## config.mk

```make
export PLATFORM = sky130hd
export DESIGN_NAME = vga_timing_gen
export DESIGN_NICKNAME = d
export VERILOG_FILES = /design/src/rtl/vga_timing_gen.sv
export SDC_FILE = /design/constraint.sdc
export NUM_CORES = 1
export LEC_CHECK = 0
export CAP_MARGIN = 20
export CORE_UTILIZATION = 40
export CTS_CLUSTER_SIZE = 16
export DETAILED_ROUTE_END_ITERATION = 12
export PLACE_DENSITY = 0.73
export SYNTH_ARGS = -nofsm -noshare
export SYNTH_HDL_FRONTEND = slang
export SYNTH_SLANG_ARGS = --single-unit
```

## constraint.sdc

```tcl
create_clock -name clk_i -period 4 [get_ports clk_i]
set_input_delay 0.6 -clock clk_i [delete_from_list [all_inputs] [get_ports clk_i]]
set_output_delay 0.6 -clock clk_i [all_outputs]
set_load 0.05 [all_outputs]
```

## src/rtl/vga_timing_gen.sv

```systemverilog
// VGA raster timing generator: advances one pixel per strobe and produces registered
// sync, data-enable, pixel coordinates and line/frame start pulses.
module vga_timing_gen #(
  parameter int H_ACTIVE  = 640,
  parameter int H_FP      = 16,
  parameter int H_SYNC    = 96,
  parameter int H_BP      = 48,
  parameter int V_ACTIVE  = 480,
  parameter int V_FP      = 10,
  parameter int V_SYNC    = 2,
  parameter int V_BP      = 33,
  parameter bit HSYNC_POL = 1'b0,
  parameter bit VSYNC_POL = 1'b0,
  localparam int H_TOTAL  = H_ACTIVE + H_FP + H_SYNC + H_BP,
  localparam int V_TOTAL  = V_ACTIVE + V_FP + V_SYNC + V_BP,
  localparam int HW       = $clog2(H_TOTAL),
  localparam int VW       = $clog2(V_TOTAL)
) (
  input  logic          clk_i,
  input  logic          arst_ni,
  input  logic          pix_strb_i,
  output logic          hsync_o,
  output logic          vsync_o,
  output logic          de_o,
  output logic [HW-1:0] x_o,
  output logic [VW-1:0] y_o,
  output logic          line_start_o,
  output logic          frame_start_o
);

  // state | meaning (same for h and v)
  // *_ACT | visible region
  // *_FPO | front porch
  // *_SYN | sync pulse
  // *_BPO | back porch; reset state so the first strobe wraps to (0,0)
  typedef enum logic [1:0] {H_ACT, H_FPO, H_SYN, H_BPO} h_state_e;
  typedef enum logic [1:0] {V_ACT, V_FPO, V_SYN, V_BPO} v_state_e;

  localparam logic [HW-1:0] H_FPO_AT = HW'(H_ACTIVE);
  localparam logic [HW-1:0] H_SYN_AT = HW'(H_ACTIVE + H_FP);
  localparam logic [HW-1:0] H_BPO_AT = HW'(H_ACTIVE + H_FP + H_SYNC);
  localparam logic [HW-1:0] H_LAST   = HW'(H_TOTAL - 1);
  localparam logic [HW-1:0] H_ONE    = HW'(1);
  localparam logic [VW-1:0] V_FPO_AT = VW'(V_ACTIVE);
  localparam logic [VW-1:0] V_SYN_AT = VW'(V_ACTIVE + V_FP);
  localparam logic [VW-1:0] V_BPO_AT = VW'(V_ACTIVE + V_FP + V_SYNC);
  localparam logic [VW-1:0] V_LAST   = VW'(V_TOTAL - 1);
  localparam logic [VW-1:0] V_ONE    = VW'(1);

  h_state_e      h_state_q, h_state_d;
  v_state_e      v_state_q, v_state_d;
  logic [HW-1:0] h_cnt_q, h_cnt_d;
  logic [VW-1:0] v_cnt_q, v_cnt_d;
  logic          hsync_q, hsync_d;
  logic          vsync_q, vsync_d;
  logic          de_q, de_d;
  logic          line_start_q, line_start_d;
  logic          frame_start_q, frame_start_d;
  logic          h_wrap, v_wrap;

  always_comb begin
    h_wrap        = (h_cnt_q == H_LAST);
    v_wrap        = (v_cnt_q == V_LAST);
    h_state_d     = h_state_q;
    v_state_d     = v_state_q;
    h_cnt_d       = h_cnt_q;
    v_cnt_d       = v_cnt_q;
    hsync_d       = hsync_q;
    vsync_d       = vsync_q;
    de_d          = de_q;
    line_start_d  = 1'b0;
    frame_start_d = 1'b0;

    if (pix_strb_i) begin
      h_cnt_d       = h_wrap ? '0 : h_cnt_q + H_ONE;
      line_start_d  = h_wrap;
      frame_start_d = h_wrap && v_wrap;

      case (h_state_q)
        H_ACT:   if (h_cnt_d == H_FPO_AT) h_state_d = H_FPO;
        H_FPO:   if (h_cnt_d == H_SYN_AT) h_state_d = H_SYN;
        H_SYN:   if (h_cnt_d == H_BPO_AT) h_state_d = H_BPO;
        H_BPO:   if (h_wrap)              h_state_d = H_ACT;
        default:                          h_state_d = H_BPO;
      endcase

      if (h_wrap) begin
        v_cnt_d = v_wrap ? '0 : v_cnt_q + V_ONE;
        case (v_state_q)
          V_ACT:   if (v_cnt_d == V_FPO_AT) v_state_d = V_FPO;
          V_FPO:   if (v_cnt_d == V_SYN_AT) v_state_d = V_SYN;
          V_SYN:   if (v_cnt_d == V_BPO_AT) v_state_d = V_BPO;
          V_BPO:   if (v_wrap)              v_state_d = V_ACT;
          default:                          v_state_d = V_BPO;
        endcase
      end

      // Decode from next state so the registered outputs line up with x_o/y_o.
      de_d    = (h_state_d == H_ACT) && (v_state_d == V_ACT);
      hsync_d = (h_state_d == H_SYN) ? HSYNC_POL : ~HSYNC_POL;
      vsync_d = (v_state_d == V_SYN) ? VSYNC_POL : ~VSYNC_POL;
    end
  end

  always_ff @(posedge clk_i or negedge arst_ni) begin
    if (!arst_ni) begin
      h_state_q     <= H_BPO;
      v_state_q     <= V_BPO;
      h_cnt_q       <= H_LAST;
      v_cnt_q       <= V_LAST;
      hsync_q       <= ~HSYNC_POL;
      vsync_q       <= ~VSYNC_POL;
      de_q          <= 1'b0;
      line_start_q  <= 1'b0;
      frame_start_q <= 1'b0;
    end else begin
      h_state_q     <= h_state_d;
      v_state_q     <= v_state_d;
      h_cnt_q       <= h_cnt_d;
      v_cnt_q       <= v_cnt_d;
      hsync_q       <= hsync_d;
      vsync_q       <= vsync_d;
      de_q          <= de_d;
      line_start_q  <= line_start_d;
      frame_start_q <= frame_start_d;
    end
  end

  assign hsync_o       = hsync_q;
  assign vsync_o       = vsync_q;
  assign de_o          = de_q;
  assign x_o           = h_cnt_q;
  assign y_o           = v_cnt_q;
  assign line_start_o  = line_start_q;
  assign frame_start_o = frame_start_q;

endmodule
```

# --- Word level (Yosys, flattened, before mapping) ---
# Cells that the tools add are included.
op_classes:
  n_eq_ne: 16
  muxes: 19
  n_addsub: 2
  reduce_logical: 7
op_table:
  columns: ["cell", "n"]
  rows:
  - ["== test 10 bit (second input constant)", 5]
  - ["== test 10 x 9 -> 1 bit (second input constant)", 3]
  - ["2-to-1 mux 2 bit", 11]
  - ["adder 10 x 1 -> 10 bit (second input constant)", 2]
  - ["2-to-1 mux 10 bit", 2]
  - ["case mux 2 bit (4 select lines)", 2]
  - ["== test 2 bit (second input constant)", 6]
  - ["logical NOT 2 bit", 4]
  - ["== test 2 x 1 -> 1 bit (second input constant)", 2]
  - ["2-to-1 mux 1 bit", 4]
  - ["logical AND 1 bit", 2]
  - ["AND reduction 2 bit", 1]
totals:
  regBits: 29
  out_inout_bits: 25
  input_bits: 3
  word_cells: 53

# --- Longest topological paths before layout ---
depth:
  word_depth: 9
  depth_mapped: 9
  mapped_depth_nobuf: 9

# --- Worst setup path before layout ---
# Ideal clock, no wire load.
synth_path:
  kind: "reg2reg"
  start: "register v_cnt_q[1] (netlist: y_o[1])"
  end: "register de_q (netlist: de_o)"
  setup_ps: 120
  path_stages_with_launch: 9
  path_buffers: 1
  synth_period_minus_slack_ps: 2849
  setup_slack_ps: 1151
  arrival_ps: 2728
  required_ps: 3880
  path_cell_list: "dfrtp_1 > ha_1 > buf_4 > nand2_1 > or3_1 > a221oi_1 > o211ai_1 > or4_4 > a41o_1"
synth_between:
  elab_chain_cells: 9
  word_cells_on_any_way: 15
  cone_classes: "1 x add/sub; 4 x eq/ne; 8 x mux; 2 x reduce/logical"
synth_lines:
  columns: ["item", "line", "text"]
  rows:
  - ["from (decl)", "53", "logic [VW-1:0] v_cnt_q, v_cnt_d;"]
  - ["from (signal assigned)", "120", "v_cnt_q <= v_cnt_d;"]
  - ["adder 10 x 1 -> 10 bit or == test 10 bit (tied branches)", "88, 63", null]
  - ["2-to-1 mux 10 bit", "88", "v_cnt_d = v_wrap ? '0 : v_cnt_q + V_ONE;"]
  - ["== test 10 x 9 -> 1 bit (on tied branches)", "92, 90, 91", null]
  - ["2-to-1 mux 2 bit (on tied branches)", "92, 90, 91", null]
  - ["case mux 2 bit (4 select lines) (*)", "89", "case (v_state_q)"]
  - ["2-to-1 mux 2 bit (*)", "87", "if (h_wrap) begin"]
  - ["2-to-1 mux 2 bit (*)", "74", "if (pix_strb_i) begin"]
  - ["logical NOT 2 bit (*)", "99", "de_d = (h_state_d == H_ACT) && (v_state_d == V_ACT);"]
  - ["logical AND 1 bit (*)", "99", null]
  - ["to (signal assigned)", "113", "de_q <= 1'b0;"]
  - ["to (signal assigned)", "123", "de_q <= de_d;"]
  - ["to (decl)", "56", "logic de_q, de_d;"]
# Mark *: on every way between the ends. The rest lies on a longest branch, timed or not. The select of a mux whose other input is x is not followed.
# A chain may end at the register's enable or synchronous reset.

# --- Final worst setup path ---
# Same ends and word-level chain as after synthesis.

==> flow_metrics.py <==
metrics = {
    "setup_path": {
        "cpPeakStageDelay_ps": 550,
        "cp-end-kind": "flop",
        "path_cells": "ha_1 > nand2_1 > or3_1 > a221oi_1 > o211ai_1 > or4_4 > a41o_1",
        "cp.arrival_ps": 2990,
        "critPathKind": "reg -> reg",
        "crit_buf_inv": 0,
        "cp_slowest_cell": "or4_4",
        "critPathLaunchType": "flop",
        "required_ps": 4170,
        "path_delay_family": "simple AND/OR/NAND/NOR gates",
        "path_max_fanout": 8,
    },
    "timing": {
        "rsz0062_at_grt": "no",
        "hold_viol_final": 0,
        "finalCriticalPeriod_ps": 2820,
        "finalSetupTns_ps": 0,
        "drv_slew": 0,
        "slew_headroom": 0.383,
        "setup_viol": 0,
        "worst_clock_skew_ps": 8.12,
        "setup_slack_ps": 1180,
        "timing.final.crit_share": 0.705,
        "worstMarginPinSlew_ps": 923,
        "max_clock_freq_mhz": 355,
    },
    "power_and_ir_drop": {
        "power.total_w": 0.000909,
        "powerDensity_nw_per_um2": 403,
        "p_leak_nw": 0.837,
        "vdd_drop_max_uv": 189,
    },
    "routing": {
        "routed_via_density": 5.90,
        "dr.pass1.iters": 9,
        "route.final.wire_length_um": 4300,
        "wl_per_cell_um": 14.7,
        "vias": 1722,
        "drt-initial-drc-count": 125,
        "antenna_left": 0,
        "drcViolationCount": 2,
    },
    "clocking": {
        "postCtsSetupBuffers": 0,
        "clkLatencyLatePin_ps": 290,
        "cts_tree": "built",
        "clk_path_buf_depth": 2,
        "path_clk_slew_ps": 70,
        "ctsHoldBuffers": 0,
        "cts-resized-gates": 0,
        "root_buffer": "clkbuf_8",
        "cts_buffers": 5,
        "htree_levels": 2,
        "clock_sinks": 29,
    },
    "placed_design": {
        "place_ws_ps": 1210,
        "place_congestion": 0.864,
        "hpwl_um": 3080,
        "portBuffers": 27,
    },
    "global_routing": {
        "grt_pass1_wl_um": 7670,
        "antenna_found_initial": 0,
        "grt_max_degree": 22,
        "grt_usage": 0.195,
        "grt-ovfl-total": 0,
        "grt_pass1_vias": 1582,
    },
    "layout": {
        "num-fill-cells": 442,
        "n_antenna_cell": 0,
        "utilization": 0.508,
        "regArea_um2": 746,
        "synthToLayoutAreaGrowth_pct": 19.5,
        "layout-drive-gt1-share": 0.150,
        "multiInputGateArea_um2": 1060,
        "fin_nets": 246,
    },
    "yosys": {
        "synth.yosys.seq_area_share": 0.395,
        "ys_seq_elements": 29,
        "netlist.area_leader.share": 0.223,
        "syn_area_um2": 1890,
        "syn_avg_cell_area_um2": 8.75,
        "synth_nets": 223,
        "synth_warnings": 0,
        "synth_cell_types": 49,
        "postSynthCellCount": 216,
        "ys.flop_type": "dfstp_2",
        "synth_edf_count": 0,
        "synth_common_cells": "nand2_1 (25), nor2_1 (23), o21ai_0 (20)",
        "ys_async_sr_fraction": 1.00,
        "synth_area_leaders": "dfstp_2 (22%), dfrtp_1 (17%), o21ai_0 (5.3%)",
        "synth_top_cell_by_area": "dfstp_2",
        "synth.most_common_cell": "nand2_1",
    },
    "floorplanning": {
        "die_w_um": 70.7,
        "pin_count": 28,
        "die_y_um": 70.7,
        "dieArea_um2": 5000,
        "rows": 24,
        "start_util": 0.425,
        "core-area_um2": 4440,
    },
    "run_status": {
        "violations": "design-rule violations",
        "status": "finished, violations left",
    },
    "worst_hold_path": {
        "hold_path_class": "reg -> reg",
    },
    "run": {
        "drv_cap": 0,
    },
}
==> worst register-to-register path: stages (launching register included) <==
cell	delay (ps)
dfrtp_1	460
ha_1	350
nand2_1	190
or3_1	400
a221oi_1	300
o211ai_1	210
or4_4	560
a41o_1	230
==> final cells by class <==
type | instances | area share
clock inverter | 3 | 0.00776
sequential | 29 | 0.330
multi-input combinational | 170 | 0.468
tap | 52 | 0.0288
inverter | 3 | 0.00499
timing repair buffer | 30 | 0.130
clock buffer | 5 | 0.0305
==> power breakdown <==
| part | internal (W) | switching (W) | total [W] | leakage [nW] |
|---|---|---|---|---|
| Combinational | 0.000107 | 0.000161 | 0.000269 | 0.451 |
| Clock | 0.000120 | 0.000117 | 0.000237 | 0.0439 |
| Sequential | 0.000337 | 0.0000659 | 0.000403 | 0.342 |
==> cells in the final DEF (no fill, tap or decap), drive strengths merged, types with 2 or more instances in the layout <==
cell,n
nand2b,4
nor2b,2
dfrtp,13
o41ai,2
and4,2
clkinv,2
nor3,10
xor2,4
buf,3
dfstp,16
xnor2,9
nor4,2
mux2,4
clkbuf,5
o22a,2
a21oi,5
ha,4
or4b,2
o21ai,20
o31ai,4
nand2,25
mux2i,2
inv,3
or3,2
nand4,5
nand3,14
nor2,23
clkdlybuf4s50,27
and3,5
nand3b,2
==> per-stage QoR <==
step | area (um2) | instances | hold WS, ps
floorplan | 1890 | 216 | 304
global placement | 2170 | 284 | 487
detailed placement | 2170 | 284 | 486
CTS | 2260 | 292 | 495
global route | 2260 | 292 | 529
finish | 2260 | 292 | 489
==> metal layers <==
metal / up-vias / part of all wire / global-route usage
met5: - / 0 / 0
met4: 0 / 0.019 / 0.0844
met3: 10 / 0.063 / 0.0370
met2: 81 / 0.44 / 0.281
met1: 803 / 0.48 / 0.286
li1: 828 / - / -
==> flip-flops by register name (all words and copies together), names as in the netlist <==
signal,count
de_o,1
frame_start_o,1
h_state_q,2
hsync_o,1
line_start_o,1
v_state_q,2
vsync_o,1
x_o,10
y_o,10
==> worst paths after layout <==
| path | cells past startpoint | end | start | slack, ps |
|---|---|---|---|---|
| max in group asynchronous | 2 | h_state_q[0] | arst_ni | 2440 |
| max reg2reg | 7 | de_o | y_o[1] | 1180 |
| min in group asynchronous | 1 | y_o[8] | arst_ni | 830 |
| min | 2 | hsync_o | hsync_o | 490 |
| min reg2reg | 2 | hsync_o | hsync_o | 490 |
| max | 7 | de_o | y_o[1] | 1180 |
==> cell families after synthesis <==
family          after synthesis  synth area share
flops                        29             0.395
fa+ha+maj                     4            0.0265
compound gates               44             0.153
mux                           6            0.0344
simple gates                103             0.285
buf+inv                      17            0.0464
xor+xnor                     13            0.0603
Power figures use the tool's default switching activity.
